File: src/rtl/pattern_stream_generator_if.sv
// Pixel stream bundle between the pattern generator (master) and the ISP core input (slave).
// Handshake: a beat transfers on a rising edge where out_valid && out_ready; once out_valid is
// raised the master holds every stream field stable until that transfer happens.
interface pattern_stream_generator_if #(
  parameter int PIXEL_BIT_SIZE = 8,
  parameter int X_BIT_SIZE     = 6,
  parameter int Y_BIT_SIZE     = 6
);
  logic                      out_valid;
  logic                      out_ready;
  logic [PIXEL_BIT_SIZE-1:0] out_pixel;
  logic [X_BIT_SIZE-1:0]     out_x;
  logic [Y_BIT_SIZE-1:0]     out_y;
  logic                      out_sof;
  logic                      out_eol;

  modport master (
    output out_valid, out_pixel, out_x, out_y, out_sof, out_eol,
    input  out_ready
  );

  modport slave (
    input  out_valid, out_pixel, out_x, out_y, out_sof, out_eol,
    output out_ready
  );
endinterface

File: src/rtl/pattern_stream_generator.sv
// Raster pattern source for the optical-flow ISP input: solid, ramps, checker and shifted variants.
// Optional macro PATTERN_NOISE_EN adds 2-bit LFSR noise (saturating) to every pixel.
module pattern_stream_generator #(
  parameter int IMAGE_WIDTH        = 64,
  parameter int IMAGE_HEIGHT       = 48,
  parameter int PIXEL_BIT_SIZE     = 8,
  parameter int CHECKER_LOG2       = 3,
  parameter int FRAME_CNT_BIT_SIZE = 16,
  parameter int X_BIT_SIZE         = $clog2(IMAGE_WIDTH),
  parameter int Y_BIT_SIZE         = $clog2(IMAGE_HEIGHT)
) (
  input  logic                          clk,
  input  logic                          reset,
  input  logic                          start,
  input  logic [2:0]                    mode,
  input  logic [FRAME_CNT_BIT_SIZE-1:0] num_frames,
  input  logic [7:0]                    shift_x,
  input  logic [PIXEL_BIT_SIZE-1:0]     solid_value,
  pattern_stream_generator_if.master    stream,
  output logic [FRAME_CNT_BIT_SIZE-1:0] frame_idx,
  output logic                          busy,
  output logic                          done,
  output logic [1:0]                    dbg_state_o
);

  localparam int XW  = X_BIT_SIZE;
  localparam int YW  = Y_BIT_SIZE;
  localparam int P   = PIXEL_BIT_SIZE;
  localparam int FW  = FRAME_CNT_BIT_SIZE;
  localparam int XW1 = XW + 1;
  localparam logic [XW-1:0] X_LAST = XW'(IMAGE_WIDTH - 1);
  localparam logic [YW-1:0] Y_LAST = YW'(IMAGE_HEIGHT - 1);
  localparam logic [XW:0]   W_EXT  = XW1'(IMAGE_WIDTH);

  typedef enum logic [1:0] {IDLE = 2'd0, RUN = 2'd1, DONE = 2'd2} state_t;

  state_t         state_q;
  logic [2:0]     mode_q;
  logic [P-1:0]   solid_q;
  logic [FW-1:0]  num_q;
  logic [FW-1:0]  frame_q;
  logic [XW-1:0]  shift_mod_q;
  logic [XW-1:0]  off_q;
  logic [XW-1:0]  x_q;
  logic [YW-1:0]  y_q;
  logic           valid_q;
  logic [P-1:0]   pixel_q;
  logic           sof_q;
  logic           eol_q;
  logic           busy_q;
  logic           done_q;

  logic [2:0]     mode_sel;
  logic [P-1:0]   solid_sel;
  logic           last_x;
  logic           last_y;
  logic           frame_end;
  logic           last_frame;
  logic           xfer;
  logic [XW:0]    off_sum;
  logic [XW-1:0]  x_d;
  logic [YW-1:0]  y_d;
  logic [XW-1:0]  off_d;
  logic [P-1:0]   pat_d;
  logic [P-1:0]   pixel_d;

  function automatic logic checker_bit(input logic [XW-1:0] cx, input logic [YW-1:0] cy);
    logic bx;
    logic by;
    bx = ((cx >> CHECKER_LOG2) & XW'(1)) != '0;
    by = ((cy >> CHECKER_LOG2) & YW'(1)) != '0;
    return bx ^ by;
  endfunction

  function automatic logic [P-1:0] pattern_pixel(
    input logic [2:0]    m,
    input logic [P-1:0]  solid,
    input logic [XW-1:0] px,
    input logic [YW-1:0] py,
    input logic [XW-1:0] off
  );
    logic [XW:0]   xsum;
    logic [XW-1:0] xs;
    logic [P-1:0]  r;
    // off < IMAGE_WIDTH and px < IMAGE_WIDTH, so a single conditional subtract is the modulo
    xsum = {1'b0, px} + {1'b0, off};
    if (xsum >= W_EXT) xsum = xsum - W_EXT;
    xs = xsum[XW-1:0];
    case (m)
      3'd1:    r = P'(px);
      3'd2:    r = P'(py);
      3'd3:    r = checker_bit(px, py) ? '1 : '0;
      3'd4:    r = P'(xs);
      3'd5:    r = checker_bit(xs, py) ? '1 : '0;
      default: r = solid;
    endcase
    return r;
  endfunction

  // Next beat position and pixel; in IDLE this is pixel (0,0) of a fresh run using the live inputs.
  always_comb begin
    mode_sel   = (state_q == IDLE) ? mode : mode_q;
    solid_sel  = (state_q == IDLE) ? solid_value : solid_q;
    last_x     = (x_q == X_LAST);
    last_y     = (y_q == Y_LAST);
    frame_end  = last_x && last_y;
    last_frame = (frame_q == num_q - FW'(1));
    xfer       = valid_q && stream.out_ready;
    off_sum    = {1'b0, off_q} + {1'b0, shift_mod_q};
    if (off_sum >= W_EXT) off_sum = off_sum - W_EXT;
    x_d   = last_x ? '0 : x_q + XW'(1);
    y_d   = last_x ? (last_y ? '0 : y_q + YW'(1)) : y_q;
    off_d = frame_end ? off_sum[XW-1:0] : off_q;
    if (state_q == IDLE) begin
      x_d   = '0;
      y_d   = '0;
      off_d = '0;
    end
    pat_d = pattern_pixel(mode_sel, solid_sel, x_d, y_d, off_d);
  end

`ifdef PATTERN_NOISE_EN
  localparam int PW1 = P + 1;
  localparam logic [15:0] LFSR_SEED = 16'hACE1;
  logic [15:0] lfsr_q;
  logic [15:0] lfsr_d;
  logic [P:0]  noisy;

  always_comb begin
    lfsr_d  = (state_q == IDLE) ? LFSR_SEED
                                : {lfsr_q[14:0], lfsr_q[15] ^ lfsr_q[13] ^ lfsr_q[12] ^ lfsr_q[10]};
    noisy   = {1'b0, pat_d} + PW1'(lfsr_d[1:0]);
    pixel_d = noisy[P] ? '1 : noisy[P-1:0];
  end

  // Reseeds on start and steps once per accepted pixel, so lfsr_d always belongs to the next beat.
  always_ff @(posedge clk) begin
    if (reset) lfsr_q <= LFSR_SEED;
    else if ((state_q == IDLE && start) || (state_q == RUN && xfer)) lfsr_q <= lfsr_d;
  end
`else
  assign pixel_d = pat_d;
`endif

  always_ff @(posedge clk) begin
    if (reset) begin
      state_q     <= IDLE;
      mode_q      <= '0;
      solid_q     <= '0;
      num_q       <= '0;
      frame_q     <= '0;
      shift_mod_q <= '0;
      off_q       <= '0;
      x_q         <= '0;
      y_q         <= '0;
      valid_q     <= 1'b0;
      pixel_q     <= '0;
      sof_q       <= 1'b0;
      eol_q       <= 1'b0;
      busy_q      <= 1'b0;
      done_q      <= 1'b0;
    end else begin
      case (state_q)
        IDLE: begin
          done_q <= 1'b0;
          if (start) begin
            mode_q      <= mode;
            solid_q     <= solid_value;
            num_q       <= num_frames;
            shift_mod_q <= XW'(32'(shift_x) % 32'(IMAGE_WIDTH));
            frame_q     <= '0;
            off_q       <= '0;
            x_q         <= '0;
            y_q         <= '0;
            if (num_frames == '0) begin
              state_q <= DONE;
              done_q  <= 1'b1;
            end else begin
              state_q <= RUN;
              busy_q  <= 1'b1;
              valid_q <= 1'b1;
              pixel_q <= pixel_d;
              sof_q   <= 1'b1;
              eol_q   <= (X_LAST == '0);
            end
          end
        end
        RUN: begin
          if (xfer) begin
            if (frame_end && last_frame) begin
              state_q <= DONE;
              valid_q <= 1'b0;
              busy_q  <= 1'b0;
              done_q  <= 1'b1;
              sof_q   <= 1'b0;
              eol_q   <= 1'b0;
              x_q     <= '0;
              y_q     <= '0;
            end else begin
              x_q     <= x_d;
              y_q     <= y_d;
              off_q   <= off_d;
              if (frame_end) frame_q <= frame_q + FW'(1);
              pixel_q <= pixel_d;
              sof_q   <= (x_d == '0) && (y_d == '0);
              eol_q   <= (x_d == X_LAST);
            end
          end
        end
        DONE: begin
          done_q  <= 1'b0;
          state_q <= IDLE;
        end
        default: state_q <= IDLE;
      endcase
    end
  end

  assign stream.out_valid = valid_q;
  assign stream.out_pixel = pixel_q;
  assign stream.out_x     = x_q;
  assign stream.out_y     = y_q;
  assign stream.out_sof   = sof_q;
  assign stream.out_eol   = eol_q;
  assign frame_idx        = frame_q;
  assign busy             = busy_q;
  assign done             = done_q;
  assign dbg_state_o      = state_q;

endmodule
File: src/flat_wrapper.sv
// flat-port wrapper written by rule: the top's interface ports become plain ports
module pattern_stream_generator_flat 
#(
  parameter int IMAGE_WIDTH        = 64,
  parameter int IMAGE_HEIGHT       = 48,
  parameter int PIXEL_BIT_SIZE     = 8,
  parameter int CHECKER_LOG2       = 3,
  parameter int FRAME_CNT_BIT_SIZE = 16,
  parameter int X_BIT_SIZE         = $clog2(IMAGE_WIDTH),
  parameter int Y_BIT_SIZE         = $clog2(IMAGE_HEIGHT)
)
  (clk, reset, start, mode, num_frames, shift_x, solid_value, frame_idx, busy, done, dbg_state_o, stream_out_valid, stream_out_pixel, stream_out_x, stream_out_y, stream_out_sof, stream_out_eol, stream_out_ready);
  pattern_stream_generator_if #(.PIXEL_BIT_SIZE(PIXEL_BIT_SIZE), .X_BIT_SIZE(X_BIT_SIZE), .Y_BIT_SIZE(Y_BIT_SIZE)) stream_i ();
  input  logic clk;
  input  logic reset;
  input  logic start;
  input  logic [2:0] mode;
  input  logic [FRAME_CNT_BIT_SIZE-1:0] num_frames;
  input  logic [7:0] shift_x;
  input  logic [PIXEL_BIT_SIZE-1:0] solid_value;
  output logic [FRAME_CNT_BIT_SIZE-1:0] frame_idx;
  output logic busy;
  output logic done;
  output logic [1:0] dbg_state_o;
  output wire logic [$bits(stream_i.out_valid)-1:0] stream_out_valid;
  output wire logic [$bits(stream_i.out_pixel)-1:0] stream_out_pixel;
  output wire logic [$bits(stream_i.out_x)-1:0] stream_out_x;
  output wire logic [$bits(stream_i.out_y)-1:0] stream_out_y;
  output wire logic [$bits(stream_i.out_sof)-1:0] stream_out_sof;
  output wire logic [$bits(stream_i.out_eol)-1:0] stream_out_eol;
  input wire logic [$bits(stream_i.out_ready)-1:0] stream_out_ready;
  assign stream_out_valid = stream_i.out_valid;
  assign stream_out_pixel = stream_i.out_pixel;
  assign stream_out_x = stream_i.out_x;
  assign stream_out_y = stream_i.out_y;
  assign stream_out_sof = stream_i.out_sof;
  assign stream_out_eol = stream_i.out_eol;
  assign stream_i.out_ready = stream_out_ready;
  pattern_stream_generator #(.IMAGE_WIDTH(IMAGE_WIDTH), .IMAGE_HEIGHT(IMAGE_HEIGHT), .PIXEL_BIT_SIZE(PIXEL_BIT_SIZE), .CHECKER_LOG2(CHECKER_LOG2), .FRAME_CNT_BIT_SIZE(FRAME_CNT_BIT_SIZE), .X_BIT_SIZE(X_BIT_SIZE), .Y_BIT_SIZE(Y_BIT_SIZE)) u_core (.clk(clk), .reset(reset), .start(start), .mode(mode), .num_frames(num_frames), .shift_x(shift_x), .solid_value(solid_value), .stream(stream_i), .frame_idx(frame_idx), .busy(busy), .done(done), .dbg_state_o(dbg_state_o));
endmodule
File: config.mk
export PLATFORM = sky130hd
export DESIGN_NAME = pattern_stream_generator_flat
export DESIGN_NICKNAME = d
export VERILOG_FILES = /design/src/rtl/pattern_stream_generator_if.sv /design/src/rtl/pattern_stream_generator.sv /design/src/flat_wrapper.sv
export SDC_FILE = /design/constraint.sdc
export NUM_CORES = 1
export LEC_CHECK = 0
export CORE_UTILIZATION = 54
export CTS_CLUSTER_DIAMETER = 120
export DETAILED_ROUTE_END_ITERATION = 10
export HOLD_SLACK_MARGIN = 0.05
export PLACE_DENSITY = 0.8
export SYNTH_ARGS = -nofsm -noshare
export SYNTH_HDL_FRONTEND = slang
export SYNTH_SLANG_ARGS = --single-unit
File: constraint.sdc
create_clock -name clk -period 4.1 [get_ports clk]
set_clock_uncertainty 0.05 [all_clocks]
set_input_delay 1.23 -clock clk [delete_from_list [all_inputs] [get_ports clk]]
set_output_delay 1.23 -clock clk [all_outputs]
set_load 0.05 [all_outputs]
Word-level counts from Yosys, hierarchy flattened:

Index checks and enable logic that the tools add are counted.

* flip-flop bits (word level): 81
* bits in latches: 0
* bits in writable memories: 0
* memory bits (read-only): 0
* bits of input ports: 39
* output and inout bits: 43
* logic and storage cells: 119
* memories: 0

* $add $sub $neg: 8
* multipliers: 0
* divide/modulo/power cells: 0
* order comparisons: 2
* equality and inequality tests: 17
* shift-type cells: 0
* mux-type cells: 57
* bitwise logic cells: 2
* reduce and logical (&&, ||, !) cells: 19

Operator list (count)
* 6-bit two-way mux: 16
* 16-bit two-way mux: 4
* 8-bit two-way mux: 7
* 8-bit one-hot mux with 5 select lines: 1
* 6-bit one-hot mux with 2 select lines: 3
* 16-bit one-hot mux with 2 select lines: 1
* 6-bit equality test, second input constant: 3
* 16-bit by 1-bit adder with 16-bit output, second input constant: 1
* 16-bit equality test: 1
* 16-bit zero test: 1
* 8-bit one-hot mux with 2 select lines: 1
* 16-bit by 1-bit subtractor with 16-bit output, second input constant: 1
* 5-bit AND reduction: 3
* 6-bit by 6-bit adder with 7-bit output: 2
* 7-bit >= comparator, second input constant: 2
* 1-bit two-way mux: 14
* 6-bit by 1-bit adder with 6-bit output, second input constant: 2
* 6-bit zero test: 2
* 6-bit by 1-bit subtractor with 6-bit output, second input constant: 2
* 3-bit AND reduction: 3
* 2-bit two-way mux: 4
* 4-bit AND reduction: 2
* 3-bit by 2-bit equality test with 1-bit output, second input constant: 2
* 3-bit equality test, second input constant: 2
* 15 further kinds: 25

Logic depth before layout (Yosys ltp):

* depth in word-level cells: 14
* mapped depth: 16
* depth with buffers taken out: 16

Worst setup path before layout:

No wires, ideal clock.

* path kind: flip-flop to flip-flop
* from: register u_core.x_q[0], in the netlist u_core.stream.out_x[0]
* to: register u_core.pixel_q[5], in the netlist u_core.stream.out_pixel[5]
* setup time: 0.091 ns
* arrival time: 3.842 ns
* required time: 3.959 ns
* path slack: 0.117 ns
* stages on the path, launching flop included: 16
* buffers on the path: 0
* period minus slack after synthesis: 3.983 ns
* cells stage by stage: dfxtp_1 -> ha_1 -> and2_1 -> nand2_1 -> nor2_1 -> nand2_1 -> a21oi_1 -> ha_1 -> a21o_1 -> a21oi_1 -> xnor2_1 -> a2bb2oi_1 -> a221o_1 -> a41oi_1 -> a311oi_1 -> a311oi_1

* word-level cells in the longest chain between the ends: 13
* elaborated cells between the ends (all ways): 26
* those cells by class: add/sub (3); order compare (1); eq/ne (2); mux (15); bitwise (2); reduce/logical (3)

Ends and longest elaborated chain
* start, declared: line pattern_stream_generator.sv:44 `logic [XW-1:0] x_q;`
* start signal, assigned: line pattern_stream_generator.sv:154 `x_q <= '0;`
* start signal, assigned: line pattern_stream_generator.sv:173 `x_q <= '0;`
* start signal, assigned: line pattern_stream_generator.sv:197 `x_q <= '0;`
* branches (longest 13 deep; another with 6-bit by 6-bit adder with 7-bit output)
* end signal, assigned: line pattern_stream_generator.sv:182 `pixel_q <= pixel_d;`
* end signal, assigned: line pattern_stream_generator.sv:204 `pixel_q <= pixel_d;`
* end, declared: line pattern_stream_generator.sv:47 `logic [P-1:0] pixel_q;`

Parallel ways; which one is timed is not known. The select of a mux whose other input is x is not followed.
A chain may end at the register's enable or synchronous reset.

Final worst setup path:

* from: register u_core.y_q[0], in the netlist u_core.stream.out_y[0]
* to: register u_core.pixel_q[4], in the netlist u_core.stream.out_pixel[4]

* word-level cells in the longest chain between the ends: 13
* elaborated cells between the ends (all ways): 25
* those cells by class: add/sub (3); order compare (1); eq/ne (2); mux (14); bitwise (2); reduce/logical (3)

Ends and longest elaborated chain
* start, declared: line pattern_stream_generator.sv:45 `logic [YW-1:0] y_q;`
* start signal, assigned: line pattern_stream_generator.sv:201 `y_q <= y_d;`
* 6-bit equality test: line pattern_stream_generator.sv:105 `last_y = (y_q == Y_LAST);`
* 1-bit logical AND: line pattern_stream_generator.sv:106 `frame_end = last_x && last_y;`
* 6-bit two-way mux: line pattern_stream_generator.sv:113 `off_d = frame_end ? off_sum[XW-1:0] : off_q;`
* 6-bit two-way mux: line pattern_stream_generator.sv:114 `if (state_q == IDLE) begin`
* 6-bit by 6-bit adder with 7-bit output: line pattern_stream_generator.sv:86 `xsum = {1'b0, px} + {1'b0, off};`
* 6-bit by 1-bit subtractor with 6-bit output or 7-bit >= comparator (tied branches): line pattern_stream_generator.sv:87 `if (xsum >= W_EXT) xsum = xsum - W_EXT;`
* 6-bit two-way mux: line pattern_stream_generator.sv:87
* 1-bit XOR: line pattern_stream_generator.sv:72 `return bx ^ by;`
* 8-bit two-way mux: line pattern_stream_generator.sv:94 `3'd5: r = checker_bit(xs, py) ? '1 : '0;`
* 8-bit one-hot mux with 5 select lines: line pattern_stream_generator.sv:89 `case (m)`
* 8-bit two-way mux, on equally long branches: line pattern_stream_generator.sv:190, pattern_stream_generator.sv:175
* 8-bit two-way mux, on equally long branches: line pattern_stream_generator.sv:189, pattern_stream_generator.sv:166
* 8-bit one-hot mux with 2 select lines: line pattern_stream_generator.sv:163 `case (state_q)`

Parallel ways exist; a longest one is shown, timed or not. The select of a mux whose other input is x is not followed.

==> results.md <==
* Status: finished clean
* Number of global-route vias before repair at around 5300
* Core area at around 0.009 mm²
* Final Wtd Congestion at a little over 0.9
* Core Rows at 35
* Sequential element share of the synthesized area at roughly a third
* I/O pin count at 82
* TritonCTS buffer count at 9
* Worst Tran Pin Value at slightly below 800 ps
* Syn Nets at between 700 and 800
* IO buf count at 79
* Antenna violations before repair at 0
* Flop pwr share at 28.1%
* # fillers at 774
* Peak supply drop at 0.5693 mV
* Fin crit share at 91.27%
* Worst setup EP type: flop
* Post-synthesis cell type with the largest combined area: dfxtp_1
* Initial core utilization at 55.66%
* Peak Freq at about 270 MHz
* Worst path required time at ~4400 ps
* Syn Inst Count at 665
* Commonest non-fill, non-tap cell in the layout: nand2_1
* Post-synth EDFFs at 0
* Die area at roughly 0.0099 mm²
* Internal Power at 2.037 mW
* TritonCTS Sinks at 81
* Min Tclk post-route at 3742 ps
* CTS tree: done
* Synthesized area per cell at 7.697 µm²
* Syn. warnings at 0
* Post-layout nets at 803
* Routed Antenna Nets at 0
* Combinational share of power at 50.5%
* Final setup fails at 0
* # hold bufs at CTS at 0
* Synthesis-to-finish area growth at 23.76%
* Clock share of power at 21.3%
* Die X at ~100 µm
* Most frequent cells in the layout: nand2_1 (114), a21oi_1 (82), dfxtp_1 (79)
* Crit Path Category: flop to flop
* Antenna cells at 0
* Drt via density at 6.270
* HP Class: flop to flop
* Die height at 99.36 µm
* Clock transition at path regs at roughly 90 ps
* Final Util at 68.88%
* Clock Path Buffers at 2
* Crit path DAT at 3990 ps
* Unrepaired setup endpoints after global routing: false
* Share of cells above drive strength 1 at 8.945%
* # DRC at 0
* CTS Root Cell: clkbuf_8
* DP HPWL at 11010 µm
* Max Slew Vio Count at 0
* Clk_lat worst skew at 360 ps
* Final hold violation count at 0
* Yosys reg bits at 81
* Startpoint Class: flop
* Unique masters post-synth at 72
* Post-synthesis cell area at 0.005119 mm²
* Global-route wire length before repair at around 25000 µm
* Power per standard cell area at 572.6 mW/mm²
* H-tree levels at 3
* Relative slew slack at 48.60%
* Initial DRC count at 294
* Leakage at 2.414 nW
* Largest net degree at the start of global routing at 32
* Critical path peak fanout at 9
* First-pass DRT Iterations at 5
* Post-synth top flop: dfxtp_1
* Drt total wl at 14960 µm
* Switch Pwr at 1.590 mW
* Total grt overflow at 0
* Share of the synthesized area in the top cell type at 31.68%
* Post-route setup TNS at 0 ps
* Vias at 5392
* Gr usage total at a little under a third
* Top cells by area, synth: dfxtp_1 (32%), nand2_1 (8.4%), a21oi_1 (8.0%)
* Async set-reset flop share out of synthesis at 0%
* Total of max-cap violations at 0
* Drt wl/cell at between 15 and 20 µm
* Switching Fraction at 43.84%
[layout make-up]
cell class / count / area [µm²] / area share (%)
timing repair buffer: 103 / 965.9 / 15.25
inverter: 12 / 45.04 / 0.7110
multi-input combinational: 538 / 3304 / 52.16
sequential: 81 / 1624 / 25.64
clock inverter: 5 / 128.9 / 2.034
tap: 111 / 138.9 / 2.192
clock buffer: 10 / 127.6 / 2.015
[cell usage after synthesis, drive strengths merged, types with 5 or more instances]
library cell	n
o31ai	5
nand3	20
nor4	12
a31oi	6
xnor2	21
inv	12
dfxtp	81
nand2	114
o21ai	29
a22o	10
or3	12
mux2	7
nand4	11
nor3	22
and3	11
xor2	12
ha	17
buf	7
or4	6
clkbuf	27
nand3b	5
a21o	7
a21oi	83
nor2	51
mux2i	11
a211oi	6
[cell families (layout without fill, tap and decap cells)]
kind of cell | Yosys count | after routing | share of synthesized area, %
flip-flops | 81 | 81 | 31.68
AO/OA/AOI/OAI | 185 | 185 | 23.42
AND/OR/NAND/NOR | 283 | 283 | 26.72
adder cells (fa/ha/maj) | 19 | 19 | 4.938
multiplexers | 18 | 18 | 3.691
buffers and inverters | 46 | 130 | 3.911
XOR/XNOR | 33 | 33 | 5.647
[through the flow]
step / cell area [µm²] / std cells / setup WS [ps] / hold slack, ps / power [mW]
2_1_floorplan: 5119 / 665 / 117.0 / 381.8 / 2.318
3_3_place_gp: 6063 / 844 / 365.9 / 390.7 / 2.789
3_5_place_dp: 6063 / 844 / 297.4 / 396.7 / 2.842
4_1_cts: 6320 / 859 / 265.8 / 408.4 / 3.613
5_1_grt: 6335 / 860 / 48.70 / 435.1 / 3.861
6_report: 6335 / 860 / 357.9 / 410.9 / 3.627
[registers in the layout (all words and copies together) (netlist names)]
name                     count
u_core.frame_idx            16
u_core.num_q                16
u_core.solid_q               8
u_core.stream.out_pixel      8
u_core.off_q                 6
u_core.shift_mod_q           6
u_core.stream.out_x          6
u_core.stream.out_y          6
u_core.mode_q                3
u_core.dbg_state_o           2
u_core.done                  1
u_core.stream.out_eol        1
u_core.stream.out_sof        1
u_core.stream.out_valid      1
[final timing paths]
kind / to / cells after the start / start / slack (ps)
worst max-delay path: u_core.stream.out_pixel[4] / 17 / u_core.stream.out_y[0] / 360
worst min-delay path: u_core.solid_q[2] / 2 / u_core.solid_q[2] / 410
worst max register to register: u_core.stream.out_pixel[4] / 17 / u_core.stream.out_y[0] / 360
worst min register to register: u_core.solid_q[2] / 2 / u_core.solid_q[2] / 410
[critical path, cell delays in order, from the launching register on]
cell and delay, ps:
dfxtp_2 410, ha_1 200, and3_1 250, nand2_1 120, nor2_1 140, buf_4 190
nand2_1 60, a21oi_1 180, ha_1 260, a21o_1 180, a21oi_1 220, xnor2_1 230
a2bb2oi_1 120, a221o_1 410, buf_4 170, a22o_1 200, nor4_1 160, a31o_2 130
[what timing repair did]
action                                  in CTS  in global routing
resized for setup                            0                  3
setup buffers                                0                  1
endpoints found under the setup margin       0                  2
[power by group through the flow]
stage | registers [mW] | clock network (mW) | logic, mW
floorplan | 1.20 | 0 | 1.12
global placement | 1.03 | 0 | 1.76
detailed placement | 1.03 | 0 | 1.81
CTS | 1.02 | 0.781 | 1.82
global route | 1.03 | 0.825 | 2.00
finish | 1.02 | 0.774 | 1.83
[routing by layer]
layer / up-vias / global-route usage, % / part of all wire (%)
li1: 2571 / - / -
met1: 2596 / 36.89 / 41
met2: 184 / 56.57 / 51
met3: 41 / 5.411 / 4.4
met4: 0 / 14.37 / 3.3
met5: - / 0 / 0
Note: power is estimated with default switching activity, not from simulation.
